[config.mk]
export PLATFORM = sky130hd
export DESIGN_NAME = cpu_host_ctrl_flat
export DESIGN_NICKNAME = d
export VERILOG_FILES = /design/src/rtl/cpu_host_pkg.sv /design/src/rtl/cpu_host_ctrl_if.sv /design/src/rtl/host_tx_slot.sv /design/src/rtl/register.sv /design/src/rtl/cpu_host_ctrl.sv /design/src/flat_wrapper.sv
export SDC_FILE = /design/constraint.sdc
export NUM_CORES = 1
export LEC_CHECK = 0
export ABC_AREA = 1
export CORE_ASPECT_RATIO = 0.9
export CORE_UTILIZATION = 53
export CTS_CLUSTER_DIAMETER = 80
export CTS_CLUSTER_SIZE = 25
export DETAILED_ROUTE_END_ITERATION = 10
export GPL_ROUTABILITY_DRIVEN = 0
export PLACE_DENSITY = 0.77
export SLEW_MARGIN = 20
export SYNTH_ARGS = -nofsm -noshare
export SYNTH_HDL_FRONTEND = slang
export SYNTH_HIERARCHICAL = 1
export SYNTH_SLANG_ARGS = --single-unit
[constraint.sdc]
create_clock -name clk -period 2.3 [get_ports clk]
set_input_delay 0.345 -clock clk [delete_from_list [all_inputs] [get_ports clk]]
set_output_delay 0.345 -clock clk [all_outputs]
set_load 0.02 [all_outputs]
[src/rtl/cpu_host_pkg.sv]
// Shared definitions for the host-side controller of the A-RISC cpu.
// Holds the command codes, the response bytes, the controller state encoding
// and a decode helper that says which states accept an input byte.
package cpu_host_pkg;

    // Command codes (first byte of every frame)
    localparam logic [7:0] C_LDI = 8'h01;
    localparam logic [7:0] C_LDD = 8'h02;
    localparam logic [7:0] C_RUN = 8'h03;
    localparam logic [7:0] C_DMP = 8'h04;

    // Response bytes
    localparam logic [7:0] R_OK      = 8'hAA;
    localparam logic [7:0] R_BADCMD  = 8'hEE;
    localparam logic [7:0] R_TIMEOUT = 8'hEF;

    localparam int unsigned STATE_W = 4;

    typedef enum logic [STATE_W-1:0] {
        S_CMD,
        S_BASE,
        S_LEN,
        S_ILO,
        S_IHI,
        S_DWR,
        S_RUNW,
        S_START,
        S_BUSY,
        S_DONE,
        S_RDA,
        S_RDD,
        S_TX,
        S_RESP
    } state_e;

    // States in which the controller takes bytes from the input stream.
    function automatic logic accepts_input(state_e s);
        return s inside {S_CMD, S_BASE, S_LEN, S_ILO, S_IHI, S_DWR};
    endfunction

endpackage

[src/rtl/cpu_host_ctrl_if.sv]
// Byte-stream link between a host transport (e.g. UART RX/TX) and the
// controller.
//   s_valid/s_data/s_ready : bytes travelling into the controller
//   m_valid/m_data/m_ready : bytes travelling out of the controller
// A byte moves when valid && ready on the rising clock edge.
// master = transport side, slave = controller side.
interface cpu_host_ctrl_if;

    logic       s_valid;
    logic [7:0] s_data;
    logic       s_ready;
    logic       m_valid;
    logic [7:0] m_data;
    logic       m_ready;

    modport master (
        output s_valid,
        output s_data,
        output m_ready,
        input  s_ready,
        input  m_valid,
        input  m_data
    );

    modport slave (
        input  s_valid,
        input  s_data,
        input  m_ready,
        output s_ready,
        output m_valid,
        output m_data
    );

endinterface

[src/rtl/host_tx_slot.sv]
// One-entry output holding register with valid/ready on both sides.
//   clk, rstn    : clock, asynchronous active-low reset
//   push_valid_i : producer offers push_data_i
//   push_data_i  : byte to send
//   push_ready_o : slot takes the byte on this edge
//   m_valid_o    : a byte is held for the sink
//   m_data_o     : held byte, stable until m_ready_i
//   m_ready_i    : sink accepts m_data_o
module host_tx_slot (
    input  logic       clk,
    input  logic       rstn,
    input  logic       push_valid_i,
    input  logic [7:0] push_data_i,
    output logic       push_ready_o,
    output logic       m_valid_o,
    output logic [7:0] m_data_o,
    input  logic       m_ready_i
);

    logic       valid_d, valid_q;
    logic [7:0] data_d, data_q;

    // A new byte may enter while the held one leaves on the same edge.
    assign push_ready_o = !valid_q || m_ready_i;

    always_comb begin
        valid_d = valid_q;
        data_d  = data_q;
        if (valid_q && m_ready_i) begin
            valid_d = 1'b0;
        end
        if (push_valid_i && push_ready_o) begin
            valid_d = 1'b1;
            data_d  = push_data_i;
        end
    end

    register #(.W(1), .RESET(1'b0)) u_valid (.clk(clk), .rstn(rstn), .d(valid_d), .q(valid_q));
    register #(.W(8), .RESET(8'h00)) u_data (.clk(clk), .rstn(rstn), .d(data_d), .q(data_q));

    assign m_valid_o = valid_q;
    assign m_data_o  = data_q;

endmodule

[src/rtl/register.sv]
// Generic D flip-flop bank with asynchronous active-low reset.
//   clk  : clock
//   rstn : asynchronous reset, active low, loads RESET
//   d    : next value
//   q    : registered value
module register #(
    parameter int unsigned W         = 1,
    parameter logic [W-1:0] RESET    = '0
) (
    input  logic         clk,
    input  logic         rstn,
    input  logic [W-1:0] d,
    output logic [W-1:0] q
);

    always_ff @(posedge clk or negedge rstn) begin
        if (!rstn) begin
            q <= RESET;
        end else begin
            q <= d;
        end
    end

endmodule

[src/rtl/cpu_host_ctrl.sv]
// Host-side controller for the A-RISC cpu memory/control interface.
// Decodes CMD/BASE/LEN/payload frames from a byte stream: loads IRAM words,
// loads DRAM bytes, starts the cpu and waits for it, or dumps DRAM back out.
//   clk, rstn            : clock, asynchronous active-low reset
//   host                 : byte streams in (s_*) and out (m_*)
//   iram_we/waddr/wdata  : IRAM write port (one-cycle strobe)
//   dram_we/addr/wdata   : DRAM port, dram_addr shared by reads and writes
//   dram_rdata           : DRAM read byte, valid one cycle after dram_addr
//   cpu_start            : one-cycle start pulse
//   cpu_idle             : cpu idle flag
//   host_owns            : 1 while the host owns the RAM ports
module cpu_host_ctrl
    import cpu_host_pkg::*;
#(
    parameter int unsigned ADDR_W  = 8,
    parameter int unsigned TIMEOUT = 65535
) (
    input  logic              clk,
    input  logic              rstn,
    cpu_host_ctrl_if.slave    host,
    output logic              iram_we,
    output logic [ADDR_W-1:0] iram_waddr,
    output logic [15:0]       iram_wdata,
    output logic              dram_we,
    output logic [ADDR_W-1:0] dram_addr,
    output logic [7:0]        dram_wdata,
    input  logic [7:0]        dram_rdata,
    output logic              cpu_start,
    input  logic              cpu_idle,
    output logic              host_owns
);

    // Item counter is one bit wider than the address so LEN=0 (2**ADDR_W) fits.
    localparam int unsigned CW = ADDR_W + 1;

    state_e              state_d, state_q;
    logic [STATE_W-1:0]  state_raw_q;
    logic [7:0]          cmd_d, cmd_q;
    logic [ADDR_W-1:0]   base_d, base_q;
    logic [CW-1:0]       len_d, len_q;
    logic [CW-1:0]       cnt_d, cnt_q;
    logic [7:0]          lo_d, lo_q;
    logic [7:0]          rd_d, rd_q;
    logic [7:0]          resp_d, resp_q;
    logic [31:0]         tmo_d, tmo_q;
    logic                iram_we_d;
    logic [ADDR_W-1:0]   iram_waddr_d;
    logic [15:0]         iram_wdata_d;
    logic                dram_we_d;
    logic [ADDR_W-1:0]   dram_addr_d;
    logic [7:0]          dram_wdata_d;
    logic                cpu_start_d;
    logic                host_owns_d;

    logic                s_fire;
    logic                push_valid, push_ready;
    logic [7:0]          push_data;
    logic [CW-1:0]       cnt_inc;
    logic [ADDR_W-1:0]   item_addr;
    logic                last_item;

    assign state_q      = state_e'(state_raw_q);
    assign host.s_ready = accepts_input(state_q);
    assign s_fire       = host.s_valid && host.s_ready;
    assign cnt_inc      = cnt_q + 1'b1;
    assign item_addr    = base_q + cnt_q[ADDR_W-1:0];
    assign last_item    = (cnt_inc == len_q);

    always_comb begin
        state_d      = state_q;
        cmd_d        = cmd_q;
        base_d       = base_q;
        len_d        = len_q;
        cnt_d        = cnt_q;
        lo_d         = lo_q;
        rd_d         = rd_q;
        resp_d       = resp_q;
        tmo_d        = tmo_q;
        iram_we_d    = 1'b0;
        iram_waddr_d = iram_waddr;
        iram_wdata_d = iram_wdata;
        dram_we_d    = 1'b0;
        dram_addr_d  = dram_addr;
        dram_wdata_d = dram_wdata;
        cpu_start_d  = 1'b0;
        host_owns_d  = host_owns;
        push_valid   = 1'b0;
        push_data    = resp_q;

        unique case (state_q)
            S_CMD: begin
                if (s_fire) begin
                    cmd_d   = host.s_data;
                    state_d = S_BASE;
                end
            end
            S_BASE: begin
                if (s_fire) begin
                    base_d  = ADDR_W'(host.s_data);
                    state_d = S_LEN;
                end
            end
            S_LEN: begin
                if (s_fire) begin
                    len_d = (host.s_data == 8'h00) ? (CW'(1) << ADDR_W) : CW'(host.s_data);
                    cnt_d = '0;
                    case (cmd_q)
                        C_LDI:   state_d = S_ILO;
                        C_LDD:   state_d = S_DWR;
                        C_RUN:   state_d = S_RUNW;
                        C_DMP: begin
                            dram_addr_d = base_q;
                            state_d     = S_RDA;
                        end
                        default: begin
                            resp_d  = R_BADCMD;
                            state_d = S_RESP;
                        end
                    endcase
                end
            end
            S_ILO: begin
                if (s_fire) begin
                    lo_d    = host.s_data;
                    state_d = S_IHI;
                end
            end
            S_IHI: begin
                if (s_fire) begin
                    iram_we_d    = 1'b1;
                    iram_waddr_d = item_addr;
                    iram_wdata_d = {host.s_data, lo_q};
                    cnt_d        = cnt_inc;
                    if (last_item) begin
                        resp_d  = R_OK;
                        state_d = S_RESP;
                    end else begin
                        state_d = S_ILO;
                    end
                end
            end
            S_DWR: begin
                if (s_fire) begin
                    dram_we_d    = 1'b1;
                    dram_addr_d  = item_addr;
                    dram_wdata_d = host.s_data;
                    cnt_d        = cnt_inc;
                    if (last_item) begin
                        resp_d  = R_OK;
                        state_d = S_RESP;
                    end
                end
            end
            S_RUNW: begin
                if (cpu_idle) begin
                    host_owns_d = 1'b0;
                    cpu_start_d = 1'b1;
                    tmo_d       = '0;
                    state_d     = S_START;
                end
            end
            S_START, S_BUSY, S_DONE: begin
                // Timeout counts cycles since the start pulse; a normal finish
                // on the same cycle takes precedence.
                tmo_d = tmo_q + 32'd1;
                if (state_q == S_START) begin
                    state_d = S_BUSY;
                end else if (state_q == S_BUSY) begin
                    if (!cpu_idle) begin
                        state_d = S_DONE;
                    end
                end else if (cpu_idle) begin
                    host_owns_d = 1'b1;
                    resp_d      = R_OK;
                    state_d     = S_RESP;
                end
                if ((TIMEOUT != 0) && (tmo_d == TIMEOUT) && (state_d != S_RESP)) begin
                    host_owns_d = 1'b1;
                    resp_d      = R_TIMEOUT;
                    state_d     = S_RESP;
                end
            end
            S_RDA: begin
                // dram_addr is stable this cycle; the RAM answers next cycle.
                state_d = S_RDD;
            end
            S_RDD: begin
                rd_d    = dram_rdata;
                state_d = S_TX;
            end
            S_TX: begin
                push_valid = 1'b1;
                push_data  = rd_q;
                if (push_ready) begin
                    cnt_d = cnt_inc;
                    if (last_item) begin
                        resp_d  = R_OK;
                        state_d = S_RESP;
                    end else begin
                        dram_addr_d = base_q + cnt_inc[ADDR_W-1:0];
                        state_d     = S_RDA;
                    end
                end
            end
            S_RESP: begin
                push_valid = 1'b1;
                push_data  = resp_q;
                if (push_ready) begin
                    state_d = S_CMD;
                end
            end
            default: state_d = S_CMD;
        endcase
    end

    register #(.W(STATE_W), .RESET(STATE_W'(S_CMD))) u_state (
        .clk(clk), .rstn(rstn), .d(state_d), .q(state_raw_q));
    register #(.W(8)) u_cmd (.clk(clk), .rstn(rstn), .d(cmd_d), .q(cmd_q));
    register #(.W(ADDR_W)) u_base (.clk(clk), .rstn(rstn), .d(base_d), .q(base_q));
    register #(.W(CW)) u_len (.clk(clk), .rstn(rstn), .d(len_d), .q(len_q));
    register #(.W(CW)) u_cnt (.clk(clk), .rstn(rstn), .d(cnt_d), .q(cnt_q));
    register #(.W(8)) u_lo (.clk(clk), .rstn(rstn), .d(lo_d), .q(lo_q));
    register #(.W(8)) u_rd (.clk(clk), .rstn(rstn), .d(rd_d), .q(rd_q));
    register #(.W(8)) u_resp (.clk(clk), .rstn(rstn), .d(resp_d), .q(resp_q));
    register #(.W(32)) u_tmo (.clk(clk), .rstn(rstn), .d(tmo_d), .q(tmo_q));
    register #(.W(1)) u_iram_we (.clk(clk), .rstn(rstn), .d(iram_we_d), .q(iram_we));
    register #(.W(ADDR_W)) u_iram_waddr (
        .clk(clk), .rstn(rstn), .d(iram_waddr_d), .q(iram_waddr));
    register #(.W(16)) u_iram_wdata (
        .clk(clk), .rstn(rstn), .d(iram_wdata_d), .q(iram_wdata));
    register #(.W(1)) u_dram_we (.clk(clk), .rstn(rstn), .d(dram_we_d), .q(dram_we));
    register #(.W(ADDR_W)) u_dram_addr (
        .clk(clk), .rstn(rstn), .d(dram_addr_d), .q(dram_addr));
    register #(.W(8)) u_dram_wdata (
        .clk(clk), .rstn(rstn), .d(dram_wdata_d), .q(dram_wdata));
    register #(.W(1)) u_cpu_start (.clk(clk), .rstn(rstn), .d(cpu_start_d), .q(cpu_start));
    register #(.W(1), .RESET(1'b1)) u_host_owns (
        .clk(clk), .rstn(rstn), .d(host_owns_d), .q(host_owns));

    host_tx_slot u_tx_slot (
        .clk          (clk),
        .rstn         (rstn),
        .push_valid_i (push_valid),
        .push_data_i  (push_data),
        .push_ready_o (push_ready),
        .m_valid_o    (host.m_valid),
        .m_data_o     (host.m_data),
        .m_ready_i    (host.m_ready)
    );

endmodule
[src/flat_wrapper.sv]
// flat-port wrapper written by rule: the top's interface ports become plain ports
module cpu_host_ctrl_flat import cpu_host_pkg::*;
#(
    parameter int unsigned ADDR_W  = 8,
    parameter int unsigned TIMEOUT = 65535
)
  (clk, rstn, iram_we, iram_waddr, iram_wdata, dram_we, dram_addr, dram_wdata, dram_rdata, cpu_start, cpu_idle, host_owns, host_s_valid, host_s_data, host_m_ready, host_s_ready, host_m_valid, host_m_data);
  cpu_host_ctrl_if host_i ();
  input  logic clk;
  input  logic rstn;
  output logic iram_we;
  output logic [ADDR_W-1:0] iram_waddr;
  output logic [15:0] iram_wdata;
  output logic dram_we;
  output logic [ADDR_W-1:0] dram_addr;
  output logic [7:0] dram_wdata;
  input  logic [7:0] dram_rdata;
  output logic cpu_start;
  input  logic cpu_idle;
  output logic host_owns;
  input wire logic [$bits(host_i.s_valid)-1:0] host_s_valid;
  input wire logic [$bits(host_i.s_data)-1:0] host_s_data;
  input wire logic [$bits(host_i.m_ready)-1:0] host_m_ready;
  output wire logic [$bits(host_i.s_ready)-1:0] host_s_ready;
  output wire logic [$bits(host_i.m_valid)-1:0] host_m_valid;
  output wire logic [$bits(host_i.m_data)-1:0] host_m_data;
  assign host_i.s_valid = host_s_valid;
  assign host_i.s_data = host_s_data;
  assign host_i.m_ready = host_m_ready;
  assign host_s_ready = host_i.s_ready;
  assign host_m_valid = host_i.m_valid;
  assign host_m_data = host_i.m_data;
  cpu_host_ctrl #(.ADDR_W(ADDR_W), .TIMEOUT(TIMEOUT)) u_core (.clk(clk), .rstn(rstn), .host(host_i), .iram_we(iram_we), .iram_waddr(iram_waddr), .iram_wdata(iram_wdata), .dram_we(dram_we), .dram_addr(dram_addr), .dram_wdata(dram_wdata), .dram_rdata(dram_rdata), .cpu_start(cpu_start), .cpu_idle(cpu_idle), .host_owns(host_owns));
endmodule
==> metrics.md <==
| Metric | Value |
|---|---|
| Adder-Cell Fraction of Synth Area | 0.0309 |
| Tightest Pin Transition | approximately 0.55 ns |
| # rows | 43 |
| CP startpoint kind | register |
| Top cells by area in the synthesized netlist | dfrtp_1 (43%), nand2_1 (15%), o21ai_0 (6.8%) |
| CP top delay family | compound AO/OA/AOI/OAI gates |
| # H-tree levels | 4 |
| Syn_nets | 1,207 |
| Setup Skew | 0.0137 ns |
| Average size of a mapped cell | approximately 7.4 um^2 |
| First-pass GRT wire length | 38.0 mm |
| Crit-path max FO | 5 |
| Dpl cells | 1,455 |
| Total core area | 15,600 um^2 |
| Minimum clock period | 2.30 ns |
| Final WS setup | -0.00167 ns |
| Final setup violation count | 1 |
| Nets | 1,322 |
| GRT Total Usage | 0.296 |
| Fin area | 10,800 um^2 |
| Vias | 8,433 |
| Vias in the first global route | 7,670 |
| Die Y | 123 um |
| Crit path from | u_core/u_cnt/q[0]$_DFF_PN0_ |
| CP required | approximately 2.6 ns |
| Max Slew Vio Count | 0 |
| Worst vdd ir | 779 uV |
| Most common cell after layout, fill and taps aside | nand2_1 |
| Max-Cap Viols | 0 |
| Routed wire length | 24.5 mm |
| Sink Count | about 150 |
| Initial antenna violation count | 0 |
| DP Area | 9740 um^2 |
| Compound-Gate Fraction of Synth Area | 0.130 |
| Final std cells w/o fill | 1,496 |
| Antenna viol nets, final | 0 |
| Endpoint class of the critical path | register |
| Mapped Cells | 1,166 |
| Area Growth Syn to Fin | 25.9% |
| Global route total overflow | 0 |
| CP bufs+invs | 2 |
| CTS clk-pin slew, worst paths | approximately 0.070 ns |
| Main synth FF type | dfrtp_1 |
| Die ar. | 16,700 um^2 |
| Kind of critical path | reg2reg |
| Largest net degree at the start of global routing | 58 |
| Status | complete, but fails checks |
| DP HPWL | around 17 mm |
| Final period utilization | 1.00 |
| Port Buf Inserts | between 70 and 80 |
| Slowest-stage cell, CP | dfrtp_2 |
| Area leader, netlist | dfrtp_1 |
| IO Count | 75 |
| Yosys synthesis warning count | 6 |
| Leakage power | 5.02 nW |
| Starting Density | 0.550 |
| Worst path max stage delay | 0.46 ns |
| Mapped Area | approximately 8600 um^2 |
| Pre-Repair DR Iteration Count | 6 |
| Flops & latches, synth | 147 |
| Power density cells | ~1400 nW/um^2 |
| Total Power | 0.0152 W |
| Cells along the critical path | inv_2 -> o21ai_1 -> nand2_2 -> inv_1 -> ha_4 -> a21oi_2 -> o21ai_2 -> nand2_1 -> nand2_1 -> a21oi_1 -> xor2_1 -> nand3_1 -> nand3_1 -> nand4_1 |
| Worst R2R Start | u_core/u_cnt/q[0]$_DFF_PN0_ |
| CTS Buf Count | 17 |
| Levels on crit path | 14 |
| Distinct cells, synth | 40 |
| Chip Width | 136 um |
| Max clock buf depth | 2 |
| CTS tree | built |
| Largest family of logic cells by synthesized area | simple AND/OR/NAND/NOR gates |
| Relative slew slack | 0.633 |
| XOR/XNOR Fraction of Synth Area | 0.0194 |
| Register area share after synthesis | 0.429 |
| Drt wl/cell | roughly 16 um |
| Hold Violations, Final | 0 |
| Peak Freq | 434 MHz |
| Worst skew pair latency | 0.43 ns |
| DR DRC count | 0 |
| Share of the synthesized area in the top cell type | 0.426 |
| Post-synth EDFFs | 0 |
| Diode count | 0 |
| Post-Place Setup Slack | -0.0705 ns |
| DRT iter0 DRCs | 884 |
| Commonest non-fill, non-tap cells in the layout | nand2_1 (338), dfrtp_1 (143), inv_1 (141) |
| Vias per cell | 5.64 |
| Failing checks | setup timing |
| Post-synthesis mux area share | 0.00656 |
| Crit path arrival time | approximately 2.6 ns |
| HP Class | in2async |
| Clock Root Buffer | clkbuf_16 |
| Simple-Gate Fraction of Synth Area | 0.299 |
| R2R depth | 14 |
| Async SR Flop Fraction | 1.00 |
| Share of cells above drive strength 1 | 0.143 |
==> path summary, 6_finish.rpt <==
| path | endpoint | slack (ns) |
|---|---|---|
| worst max-delay path | u_core/u_dram_addr/q[6]$_DFF_PN0_ | -0.002 |
| worst min-delay path | u_core/u_tmo/q[25]$_DFF_PN0_ | 0.44 |
| worst max register to register | u_core/u_dram_addr/q[6]$_DFF_PN0_ | -0.002 |
| worst min register to register | u_core/u_tx_slot/u_data/q[5]$_DFF_PN0_ | 0.47 |
| max in group asynchronous | u_core/u_host_owns/q$_DFF_PN1_ | 1.15 |
| min in group clk | u_core/u_tx_slot/u_data/q[5]$_DFF_PN0_ | 0.47 |
==> power by group <==
group	switching [W]	internal, W
Combinational	0.00441	0.00294
Clock	0.00118	0.00197
Sequential	0.000983	0.00369
Total	0.00657	0.00860
==> cell families (layout without fill, tap and decap cells) <==
family	Yosys count	count (layout)
xor gates and xnor gates	19	19
muxes	5	5
AOI/OAI and AO/OA	202	202
DFF	147	147
adders and majority gates	20	20
buffers and inverters	180	307
and+or+nand+nor	593	594
==> cell type report <==
cell class,count,area [um^2]
fill,1256,4800
multi-input combinational,840,4480
sequential,147,3680
timing repair buffer,123,1130
inverter,151,574
clock buffer,18,439
tap,202,253
clock inverter,14,226
timing repair inverter,1,7.51
==> worst reg2reg max path, stage by stage (launching register included) <==
cell,delay [ns]
dfrtp_2,0.46
inv_2,0.09
o21ai_1,0.21
nand2_2,0.09
inv_1,0.10
ha_4,0.21
a21oi_2,0.16
o21ai_2,0.09
nand2_1,0.10
nand2_1,0.06
a21oi_1,0.17
xor2_1,0.20
nand3_1,0.09
nand3_1,0.09
nand4_1,0.07
==> per-layer routing <==
metal,vias to the layer above,share of wire,routed length (um),track usage
li1,4004,-,-,-
met1,3981,0.43,10500,0.399
met2,396,0.47,11500,0.470
met3,52,0.084,2060,0.0653
met4,0,0.021,505,0.0986
met5,-,0,0,0
==> synth_stat cells (6+ instances only) <==
cell and n:
a21oi_1 37, buf_2 8, clkbuf_1 14, dfrtp_1 146, ha_1 18, inv_1 146, nand2_1 350, nand2_2 8
nand3_1 83, nand4_1 15, nor2_1 104, nor2_2 6, nor2_4 10, o211ai_1 11, o21ai_0 117, o22ai_1 26
xor2_1 14
==> flip-flops by register name, indices dropped and copies added, names as in the netlist <==
name,count
u_core/u_tmo/q,32
u_core/u_iram_wdata/q,16
u_core/u_cnt/q,9
u_core/u_len/q,9
u_core/u_base/q,8
u_core/u_cmd/q,8
u_core/u_dram_addr/q,8
u_core/u_dram_wdata/q,8
u_core/u_iram_waddr/q,8
u_core/u_lo/q,8
u_core/u_rd/q,8
u_core/u_resp/q,8
u_core/u_tx_slot/u_data/q,8
u_core/u_state/q,4
u_core/u_cpu_start/q,1
u_core/u_dram_we/q,1
u_core/u_host_owns/q,1
u_core/u_iram_we/q,1
u_core/u_tx_slot/u_valid/q,1
==> through the flow <==
stage	hold WS, ns	setup TNS, ns	util
floorplan	0.0494	0	-
global placement	0.342	0	0.624
detailed placement	0.338	-0.146	0.624
CTS	0.460	0	0.670
global route	0.484	-0.556	0.692
finish	0.439	-0.00167	0.692
==> timing repair <==
action | 4_1_cts | 5_1_grt
cloned | 0 | 2
buffers inserted | 1 | 5
hold endpoints to repair | 53 | 0
hold buffers | 1 | 0
gates resized for setup | 17 | 72
pin swaps | 4 | 16
setup endpoints to repair | 12 | 23
(Power assumes the default switching activity.)
==> RTL edit, RTL diff (config.mk and constraints unchanged) <==
`RESET`: 1'b1 -> 1'b0.
--- a/src/rtl/cpu_host_ctrl.sv
+++ b/src/rtl/cpu_host_ctrl.sv
@@ -235,5 +235,5 @@
         .clk(clk), .rstn(rstn), .d(dram_wdata_d), .q(dram_wdata));
     register #(.W(1)) u_cpu_start (.clk(clk), .rstn(rstn), .d(cpu_start_d), .q(cpu_start));
-    register #(.W(1), .RESET(1'b1)) u_host_owns (
+    register #(.W(1), .RESET(1'b0)) u_host_owns (
         .clk(clk), .rstn(rstn), .d(host_owns_d), .q(host_owns));
 
Function: changed (a bounded check fails within 4 cycles, from zero or initial values and one cycle with rstn low).
==> RTL edit against the unedited design <==
  * Routed wire length is 0.75% higher
  * Area after synthesis about the same
  * Clock skew down 4.5 ps
  * Worst hold slack worse by 18 ps
  * Final cell count is 0.47% higher
  * Design area shrank 0.29%
  * Sequential cell count did not move
  * Core utilization shrank 0.20 points
  * Power is 2.0% lower
  * Worst setup slack better by 46 ps
==> RTL edit: results (changes against the unedited design) <==
Peak supply drop -> 0.8968 mV (+15%)
Synth Area in Compound Gates -> 13.01% (about the same)
Placed insts -> 1456 (+0.069%)
Synth unique cells -> 39 (-2.5%)
Gr usage total -> 30.53% (+0.97 points)
Critical Path AT -> 2550 ps (-70 ps)
Clk Latency, worst-skew pair -> 420 ps
Fin util -> 69.01% (-0.20 points)
Pre-CTS WS -> -2.887 ps (+67.64 ps)
Placement Cell Area -> 9771 µm² (+0.32%)
Vias in the first global route -> 7730 (+0.78%)
Synth top area cells -> dfrtp_1, nand2_1, o21ai_0
Layout cells sized above 1 -> 13.76% (-0.54 points)
First-pass GRT wire length -> 39070 µm (+2.7%)
Final WL -> 24700 µm (+0.75%)
Slew Limit Headroom -> 64.63% (+1.3 points)
Via-to-Cell Ratio -> 5.583 (-0.95%)
Fraction of the mapped netlist area in adder cells -> 3.093% (about the same)
Fraction of synthesized area in multiplexers -> 0.6566% (about the same)
Xor-xnor portion of the synthesized cell area -> 1.940% (about the same)
Clk_skew -> 9.244 ps (-4.506 ps)
Synth top cells by count -> nand2_1, dfrtp_1, inv_1
Largest net degree at the start of global routing -> 50 (-14%)
DR iter-0 viols -> 947 (+7.1%)
Sw Share -> 43.48% (+0.17 points)
Post-layout nets -> 1329 (+0.53%)
Sequential area share after synthesis -> 42.89% (about the same)
HPWL Detailed -> 17220 µm (+1.9%)
First-pass DRT Iterations -> 5 (-1)
Status -> completed
Lkg Pwr -> 5.040 nW (+0.34%)
Via count -> 8392 (-0.49%)
Fill cell count -> 1244 (-0.96%)
-- RTL edit: changes by cell type in the layout (fill, tap and decap cells not counted), moves of 3 or more --
cell / before / now
nand2_1: 338 / 341
ha_2: 0 / 3
clkbuf_1: 0 / 3
buf_4: 44 / 50
o21ai_1: 9 / 12
ha_4: 8 / 4
buf_12: 1 / 4
nand2_2: 18 / 15
-- RTL edit: cells by family after synthesis --
kind of cell,after synthesis
AOI/OAI and AO/OA,202
xor gates and xnor gates,19
DFF,147
muxes,5
and+or+nand+nor,593
adders and majority gates,20
buffers and inverters,180
-- RTL edit: final cells by class --
cell class	count	share of cell area, %
clock buffer	23	4.439
clock inverter	9	1.336
inverter	151	5.368
multi-input combinational	840	40.97
sequential	147	34.19
tap	202	2.347
timing repair buffer	131	11.35
-- RTL edit: power groups by stage --
stage	Sequential [mW]	Combinational [mW]	Clock, mW
2_1_floorplan	4.81	3.81	0
3_3_place_gp	4.57	6.46	0
3_5_place_dp	4.59	6.58	0
4_1_cts	4.56	6.66	2.99
5_1_grt	4.75	8.03	3.11
6_report	4.62	7.30	2.95
-- RTL edit: worst max-delay path, cell delays in order, from the launching register on --
cell     delay [ps]
dfrtp_1         420
nand2_2         100
nor2_4          170
buf_12          130
nand2_1          60
nand2_1          80
nand2_1         100
ha_1            390
nand2_1         100
o21ai_1         140
a21oi_1          60
xor2_1          160
o21ai_1         130
nand3_1          80
-- RTL edit: worst paths after layout --
kind / startpoint / to / slack [ps] / cells past startpoint
worst max-delay path: u_core/u_cnt/q[1] / u_core/u_dram_addr/q[7] / 40 / 13
worst max register to register: u_core/u_cnt/q[1] / u_core/u_dram_addr/q[7] / 40 / 13
min in group clk: u_core/u_tx_slot/u_data/q[3] / u_core/u_tx_slot/u_data/q[3] / 480 / 2
max in group asynchronous: rstn / u_core/u_dram_addr/q[7] / 1240 / 3
worst min register to register: u_core/u_tx_slot/u_data/q[3] / u_core/u_tx_slot/u_data/q[3] / 480 / 2
worst min-delay path: rstn / u_core/u_tmo/q[25] / 420 / 2
-- RTL edit: timing repair --
| action | CTS | global route |
|---|---|---|
| endpoints found under the setup margin | 13 | 24 |
| buffers inserted | 0 | 13 |
| pin swaps | 0 | 15 |
| hold endpoints to repair | 46 | 0 |
| hold buffers | 1 | 0 |
| cloned | 0 | 1 |
| gates resized for setup | 4 | 71 |
-- RTL edit: routing by layer --
layer | up-vias | track usage [%] | share of wire (%)
met5 | - | 0 | 0
met4 | 0 | 12.85 | 2.9
met3 | 57 | 6.650 | 9.0
met2 | 424 | 46.95 | 45
met1 | 3893 | 41.65 | 43
li1 | 4018 | - | -
